==> src/rtl/onehot_scan_decoder_pkg.sv <==
// Shared definitions for the one-hot scan decoder: mode encoding and FSM states.
package onehot_scan_decoder_pkg;

  // Value of the mode input selecting each operating mode
  localparam logic MODE_DIRECT = 1'b0;
  localparam logic MODE_SCAN   = 1'b1;

  // Controller states; IDLE is the reset and disabled state
  typedef enum logic [1:0] {
    ST_IDLE   = 2'b00,
    ST_DIRECT = 2'b01,
    ST_SCAN   = 2'b10
  } state_e;

endpackage

==> src/rtl/onehot_scan_decoder_dec.sv <==
// Combinational AW -> 2**AW one-hot decoder with enable; all-zero when disabled.
module onehot_dec #(
  parameter int AW = 3
) (
  input  logic                 en,
  input  logic [AW-1:0]        addr,
  output logic [(2**AW)-1:0]   y
);

  // Exactly one bit set at position addr when enabled, otherwise idle
  always_comb begin
    y = '0;
    if (en) begin
      y[addr] = 1'b1;
    end
  end

endmodule

==> src/rtl/onehot_scan_decoder.sv <==
// Registered one-hot decoder with DIRECT (decode addr) and SCAN (auto-step with dwell) modes.
module onehot_scan_decoder
  import onehot_scan_decoder_pkg::*;
#(
  parameter int AW      = 3,
  parameter int DWELL_W = 8
) (
  input  logic                 clk,
  input  logic                 rst_n,
  input  logic                 en,
  input  logic                 mode,
  input  logic [AW-1:0]        addr,
  input  logic                 load,
  input  logic [DWELL_W-1:0]   dwell,
  output logic [(2**AW)-1:0]   y,
  output logic [AW-1:0]        idx,
  output logic                 wrap
);

  localparam logic [AW-1:0] IDX_MAX = {AW{1'b1}};

  state_e               state_q, state_d;
  logic [AW-1:0]        idx_q, idx_d;
  logic [DWELL_W-1:0]   cnt_q, cnt_d;
  logic                 wrap_q, wrap_d;
  logic [(2**AW)-1:0]   y_q, y_d;

  logic                 dec_en;
  logic [AW-1:0]        dec_addr;

  // Next-state logic: disable beats mode, mode entry/load beats dwell countdown
  always_comb begin
    state_d  = state_q;
    idx_d    = idx_q;
    cnt_d    = cnt_q;
    wrap_d   = 1'b0;
    dec_en   = 1'b0;
    dec_addr = idx_q;

    if (!en) begin
      // Outputs go idle; idx keeps its last value so software can still read it
      state_d = ST_IDLE;
      cnt_d   = '0;
    end else if (mode == MODE_DIRECT) begin
      state_d  = ST_DIRECT;
      idx_d    = addr;
      cnt_d    = '0;
      dec_en   = 1'b1;
      dec_addr = addr;
    end else begin
      state_d = ST_SCAN;
      dec_en  = 1'b1;
      if ((state_q != ST_SCAN) || load) begin
        // Entry into SCAN or explicit restart: jump to addr, never a wrap
        idx_d = addr;
        cnt_d = dwell;
      end else if (cnt_q != '0) begin
        cnt_d = cnt_q - DWELL_W'(1);
      end else begin
        // Dwell expired: advance with natural AW-bit wrap, reload dwell
        idx_d  = idx_q + AW'(1);
        cnt_d  = dwell;
        wrap_d = (idx_q == IDX_MAX);
      end
      dec_addr = idx_d;
    end
  end

  onehot_dec #(
    .AW (AW)
  ) u_dec (
    .en   (dec_en),
    .addr (dec_addr),
    .y    (y_d)
  );

  // State, index, dwell counter and outputs; async clear to idle
  always_ff @(posedge clk or negedge rst_n) begin
    if (!rst_n) begin
      state_q <= ST_IDLE;
      idx_q   <= '0;
      cnt_q   <= '0;
      wrap_q  <= 1'b0;
      y_q     <= '0;
    end else begin
      state_q <= state_d;
      idx_q   <= idx_d;
      cnt_q   <= cnt_d;
      wrap_q  <= wrap_d;
      y_q     <= y_d;
    end
  end

  assign y    = y_q;
  assign idx  = idx_q;
  assign wrap = wrap_q;

endmodule

==> config.mk <==
export PLATFORM = sky130hd
export DESIGN_NAME = onehot_scan_decoder
export DESIGN_NICKNAME = d
export VERILOG_FILES = /design/src/rtl/onehot_scan_decoder_pkg.sv /design/src/rtl/onehot_scan_decoder_dec.sv /design/src/rtl/onehot_scan_decoder.sv
export SDC_FILE = /design/constraint.sdc
export NUM_CORES = 1
export LEC_CHECK = 0
export CELL_PAD_IN_SITES_DETAIL_PLACEMENT = 1
export CELL_PAD_IN_SITES_GLOBAL_PLACEMENT = 2
export CORE_ASPECT_RATIO = 0.9
export CORE_MARGIN = 2
export CORE_UTILIZATION = 37
export DETAILED_ROUTE_END_ITERATION = 12
export DONT_BUFFER_PORTS = 1
export PLACE_DENSITY_LB_ADDON = 0.1
export SYNTH_ARGS = -nofsm -noshare
export SYNTH_HDL_FRONTEND = slang
export SYNTH_SLANG_ARGS = --single-unit
==> constraint.sdc <==
create_clock -name clk -period 2.1 [get_ports clk]
set_input_delay 0.315 -clock clk [delete_from_list [all_inputs] [get_ports clk]]
set_output_delay 0.315 -clock clk [all_outputs]
set_load 0.05 [all_outputs]
==> results of run 1 <==
[flip-flops by register name, summed over array words and instances, names as in the netlist]
signal / count
y: 8
cnt_q: 8
wrap: 1
state_q: 2
idx: 3
[routing by layer]
metal  vias to the layer above  GRT usage [%]
met5                         -              0
met4                         0           3.26
met3                         3           5.91
met2                        21           25.4
met1                       389           24.8
li1                        384              -
[per-stage QoR]
step           cells  TNS (ns)
6_report         151         0
5_1_grt          151         0
4_1_cts          151         0
3_5_place_dp     146    -0.250
3_3_place_gp     146         0
2_1_floorplan    101         0
[kinds of logic after synthesis]
group                      count (synthesis)  share of synthesized area [%]
AOI/OAI and AO/OA                         19                           14.2
buffers and inverters                      9                           3.42
DFF                                       22                           51.9
and+or+nand+nor                           41                           21.1
muxes                                      1                          0.943
xor gates and xnor gates                   6                           4.95
adders and majority gates                  3                           3.54
[power groups by stage]
stage	clock network (mW)	logic (mW)	registers [mW]
floorplan	0	0.0976	0.513
global placement	0	0.163	0.493
detailed placement	0	0.165	0.494
CTS	0.339	0.184	0.486
global route	0.360	0.204	0.489
finish	0.327	0.183	0.485
[layout make-up]
type                            count  area (sq um)
Clock buffer                        3          22.5
Fill cell                         328          1490
Multi-Input combinational cell     70           504
Sequential cell                    22           551
Inverter                            5          18.8
Clock inverter                      1          30.0
Tap cell                           40          50.0
Timing Repair Buffer               10          77.6
[cells in the mapped netlist, types with 2 or more instances]
cell	instances
xnor2_1	4
nand3_1	2
xor2_1	2
a211oi_1	7
nor3_1	9
clkbuf_1	2
nand2_1	4
a31oi_1	2
ha_1	3
o21ai_0	2
nor2_1	11
o211a_1	2
inv_1	5
dfrtp_1	22
nor4_1	2
buf_2	2
nor3b_1	3
o211ai_1	2
nor2b_1	3
[cells in the final DEF (no fill, tap or decap), drive strengths merged, types with 3 or more instances in the layout]
| master | count |
|---|---|
| ha | 3 |
| a211oi | 7 |
| nor3b | 3 |
| dfrtp | 22 |
| nor2b | 3 |
| xnor2 | 4 |
| inv | 5 |
| clkbuf | 3 |
| nor2 | 11 |
| nor3 | 9 |
| nand2 | 4 |
| buf | 9 |
[worst max-delay path by stage]
stage	startpoint	to	slack [ns]	cells after the start
2_1_floorplan	cnt_q[0]$_DFF_PN0_	y[0]$_DFF_PN0_	0.12	6
6_report	cnt_q[4]$_DFF_PN0_	y[7]$_DFF_PN0_	0.07	4
3_3_place_gp	cnt_q[0]$_DFF_PN0_	y[6]$_DFF_PN0_	0.006	6
5_1_grt	cnt_q[4]$_DFF_PN0_	y[7]$_DFF_PN0_	0.002	4
4_1_cts	cnt_q[4]$_DFF_PN0_	idx[0]$_DFF_PN0_	0.07	4
3_5_place_dp	cnt_q[0]$_DFF_PN0_	y[6]$_DFF_PN0_	-0.03	6
[what timing repair did]
action                     4_1_cts  5_1_grt
gates resized for setup          5        2
hold buffers                     1        0
pin swaps                        1        1
gates cloned                     0        0
setup endpoints to repair       16        4
hold endpoints to repair        22        0
==> flow_summary_export.csv, run 1 <==
group,metric,value,unit
worst_setup_path,rrSetupSlack,0.07,ns
sta,fin_ws,0.0720,ns
sta,hold_violations,0,
final_layout,syn2layout_area_growth,18.2,%
power,cell_internal_pwr,711,uW
sta,finClkSkew,0.00583,ns
route,drt_wl_total,2360,um
synthesis,synth_seq_cells,22,
synthesis,synth_edf_count,0,
route,wl_per_cell,15.6,um
clock_tree,cts-root-buf,"clkbuf_4",
power,sequentialPowerShare,48.8,%
power,switching_power,284,uW
final_layout,drive_gt1_share,18.0,%
synthesis,ys_types,31,
sta,setup_violations,0,
clock_tree,cts.sink_count,22,
floorplan,die_width,60.4,um
worst_setup_path,end_kind,"flip-flop",
synthesis,synth_top_area_share,51.9,%
grt,grt_pass1_wl,4010,um
synthesis,syn_area,0.00106,sq mm
sta,post-route-min-period,2.03,ns
floorplan,ios,28,
synthesis,syn_area_per_cell,10.5,sq um
synthesis,ys_warn_count,0,
worst_setup_path,r2r-start,"cnt_q[4]$_DFF_PN0_",
grt,grt_usage,17.3,%
synthesis,ys.flop_type,"dfrtp_1",
floorplan,initial_core_util,38.6,%
worst_setup_path,max_stage_delay,0.62,ns
min_path,hp-start,"mode",
worst_setup_path,worstPathArrival,2.27,ns
final_layout,fin_area,0.00125,sq mm
power,clock_power_share,32.9,%
sta,grt_setup_unrepaired,"false",
final_layout,n_antenna_cell,0,
clock_tree,numCtsBuffers,3,
synthesis,yosysSeqAreaShare,51.9,%
route,drtIter0Drc,11,
min_path,hp-class,"in2reg",
sta,tightest_slew,0.997,ns
power,p_comb_share,18.4,%
worst_setup_path,r2r_cells,4,
grt,globalRouteOverflowTotal,0,
route,ant_nets,0,
place,port_buffers,0,
worst_setup_path,worstPathCellList,"or4_1 -> or3_4 -> a31o_2 -> nor3_1",
place,dpl.hpwl,1780,um
power,fin_total_pwr,996,uW
clock_tree,h-tree-depth,1,
route,via_per_inst,5.28,
route,wl_met3,152,um
route,met1_length,1150,um
sta,max_clock_freq,0.493,GHz
grt,grt_pass1_vias,795,
place,place_ws,-0.0340,ns
floorplan,rows,18,
synthesis,synth_largest_area_cell,"dfrtp_1",
sta,whs,0.0455,ns
synthesis,async_flop_share,100,%
min_path,whs_path_depth,1,
floorplan,die-height,54.8,um
clock_tree,clock_latency,0.31,ns
worst_setup_path,critPathMaxFanout,5,
min_path,hold_end,"state_q[0]$_DFF_PN0_",
grt,antenna_found_initial,0,
floorplan,core,0.00275,sq mm
worst_setup_path,critPathTopFamily,"simple AND/OR/NAND/NOR gates",
worst_setup_path,path_class,"reg2reg",
worst_setup_path,required,2.34,ns
sta,drv_slew,0,
run_status,outcome,"complete, no violations",
final_layout,nets,131,
power,p_leak,0.552,nW
grt,grt_max_degree,23,
clock_tree,clkTransAtPathRegs,0.13,ns
route,drc,0,
clock_tree,clk_path_buf_depth,2,
sta,finalCritPeriodShare,96.6,%
route,dr_wl_met2,1050,um
floorplan,die_area,0.00331,sq mm
worst_setup_path,reg2reg_to,"y[7]$_DFF_PN0_",
place,gp_congestion,0.746,
sta,max_slew_margin,33.3,%
final_layout,final_core_util,45.6,%
power,worst_ir_drop_vdd,0.301,mV
route,top_layer,"met4",
worst_setup_path,path_buf_inv,0,
power,powerDensity,794,mW/mm^2
power,netSwitchingFraction,28.5,%
synthesis,synth.area.top_cells,"dfrtp_1 (52%), a211oi_1 (5.0%), nor3_1 (4.2%)",
worst_setup_path,cpMaxStageDelayCell,"or4_1",
route,via_count,797,
route,drt_pass1_iterations,4,
clock_tree,tritoncts,"built",
place,place_area,0.00116,sq mm
synthesis,synthCells,101,
worst_setup_path,crit_path_start_kind,"flip-flop",
flow_run,cap_violations,0,
clock_tree,post_cts_buffers,0,
synthesis,synth_nets,120,
(Power assumes the default switching activity.)
==> inputs of run 2 (changes only) <==
Settings changed: CORE_MARGIN 2 to 3.
==> run 2 against run 1 <==
- critical path depth stayed put
- worst hold slack better by 0.0014 ns
- cell count is 0.66% lower
- sequential share of layout area is 0.52 points lower
- via count is 0.25% lower
==> flow_summary_export.csv, run 2 (same netlist as run 1, synthesis figures left out) <==
group,metric,value,unit
run_status,outcome,"complete, no violations",
sta,finClkSkew,0.00442,ns
clock_tree,clock_latency,0.31,ns
worst_setup_path,r2r_cells,4,
clock_tree,numCtsBuffers,3,
route,wl_per_cell,16.7,um
sta,tightest_slew,0.966,ns
final_layout,fin_cells,150,
place,dpl.hpwl,1890,um
worst_setup_path,crit_path_start_kind,"flip-flop",
power,powerDensity,789,mW/mm^2
power,p_leak,0.560,nW
sta,fin_ws,0.0811,ns
route,drtIter0Drc,10,
final_layout,drive_gt1_share,20.5,%
floorplan,die-height,56.8,um
grt,grt_max_degree,23,
worst_setup_path,reg2reg_to,"y[5]$_DFF_PN0_",
clock_tree,tritoncts,"built",
sta,drv_slew,0,
final_layout,fin_area,0.00127,sq mm
route,drc,0,
clock_tree,h-tree-depth,1,
clock_tree,cts.sink_count,22,
worst_setup_path,required,2.34,ns
worst_setup_path,end_kind,"flip-flop",
floorplan,ios,28,
floorplan,die_width,62.4,um
worst_setup_path,r2r-start,"cnt_q[4]$_DFF_PN0_",
sta,max_slew_margin,35.4,%
route,ant_nets,0,
floorplan,rows,17,
clock_tree,cts-root-buf,"clkbuf_4",
place,place_area,0.00115,sq mm
floorplan,core,0.00259,sq mm
min_path,hp-start,"mode",
floorplan,initial_core_util,40.9,%
place,place_ws,-0.108,ns
power,worst_ir_drop_vdd,0.452,mV
final_layout,nets,132,
grt,antenna_found_initial,0,
final_layout,syn2layout_area_growth,19.6,%
min_path,hold_end,"state_q[0]$_DFF_PN0_",
route,via_per_inst,5.30,
final_layout,mostFrequentLayoutCells,"dfrtp_1 (22), nor2_1 (11), buf_4 (10)",
route,drt_pass1_iterations,4,
place,port_buffers,0,
sta,setup_violations,0,
final_layout,n_antenna_cell,0,
grt,globalRouteOverflowTotal,0,
worst_setup_path,rrSetupSlack,0.08,ns
floorplan,die_area,0.00355,sq mm
grt,grt_pass1_wl,4290,um
route,via_count,795,
grt,grt_pass1_vias,832,
min_path,whs_path_depth,1,
place,gp_congestion,0.707,
worst_setup_path,path_class,"reg2reg",
sta,post-route-min-period,2.02,ns
clock_tree,clk_path_buf_depth,2,
place,dpl.cell_count,143,
sta,finalCritPeriodShare,96.1,%
grt,grt_usage,15.7,%
sta,max_clock_freq,0.495,GHz
worst_setup_path,worstPathArrival,2.26,ns
min_path,hp-class,"in2reg",
sta,hold_violations,0,
clock_tree,clkTransAtPathRegs,0.13,ns
route,drt_wl_total,2500,um
flow_run,cap_violations,0,
worst_setup_path,critPathMaxFanout,5,
final_layout,final_common_cell,"dfrtp_1",
-- run 2: repair_timing --
action / CTS / global route
gates resized for setup: 3 / 6
hold endpoints to repair: 22 / 0
hold buffers: 1 / 0
pin swaps: 0 / 1
setup endpoints to repair: 17 / 8
setup buffers: 0 / 2
-- run 2: power breakdown --
part           total (mW)  internal, mW  switching, mW
clock               0.328         0.193          0.135
combinational       0.188        0.0752          0.113
sequential          0.486         0.445         0.0408
total                1.00         0.713          0.288
-- run 2: worst max-delay path, stage by stage (launching register included) --
cell	delay, ns
dfrtp_1	0.45
or4_1	0.62
or3_4	0.43
a31o_2	0.31
nor3_1	0.15
-- run 2: stage by stage --
step / total power, mW / utilization, % / hold WS [ns] / setup TNS, ns
3_5_place_dp: 0.658 / 44.4 / 0.0202 / -0.801
5_1_grt: 1.06 / 48.9 / 0.0211 / -0.00257
3_3_place_gp: 0.655 / 44.4 / 0.0202 / -0.0115
4_1_cts: 1.00 / 47.2 / 0.0349 / 0
6_report: 1.00 / 48.9 / 0.0469 / 0
2_1_floorplan: 0.611 / - / 0.0194 / 0
-- run 2: final cells by class --
type	instances	area, sq um
Multi-Input combinational cell	70	514
Fill cell	296	1330
Inverter	5	18.8
Sequential cell	22	551
Clock inverter	1	30.0
Clock buffer	3	22.5
Tap cell	38	47.5
Timing Repair Buffer	11	85.1
-- run 2: metal layers --
metal | global-route usage, % | share of wire, % | up-vias
li1 | - | - | 387
met1 | 21.4 | 49 | 386
met2 | 24.3 | 45 | 20
met3 | 6.00 | 5.2 | 2
met4 | 1.89 | 0.68 | 0
met5 | 0 | 0 | -
-- run 2: worst max path at each step --
| stage | start | to | cells past startpoint |
|---|---|---|---|
| floorplan | cnt_q[0]$_DFF_PN0_ | y[0]$_DFF_PN0_ | 6 |
| global placement | cnt_q[0]$_DFF_PN0_ | y[6]$_DFF_PN0_ | 6 |
| detailed placement | cnt_q[0]$_DFF_PN0_ | cnt_q[6]$_DFF_PN0_ | 6 |
| CTS | cnt_q[0]$_DFF_PN0_ | y[6]$_DFF_PN0_ | 6 |
| global route | cnt_q[0]$_DFF_PN0_ | y[5]$_DFF_PN0_ | 6 |
| finish | cnt_q[4]$_DFF_PN0_ | y[5]$_DFF_PN0_ | 4 |
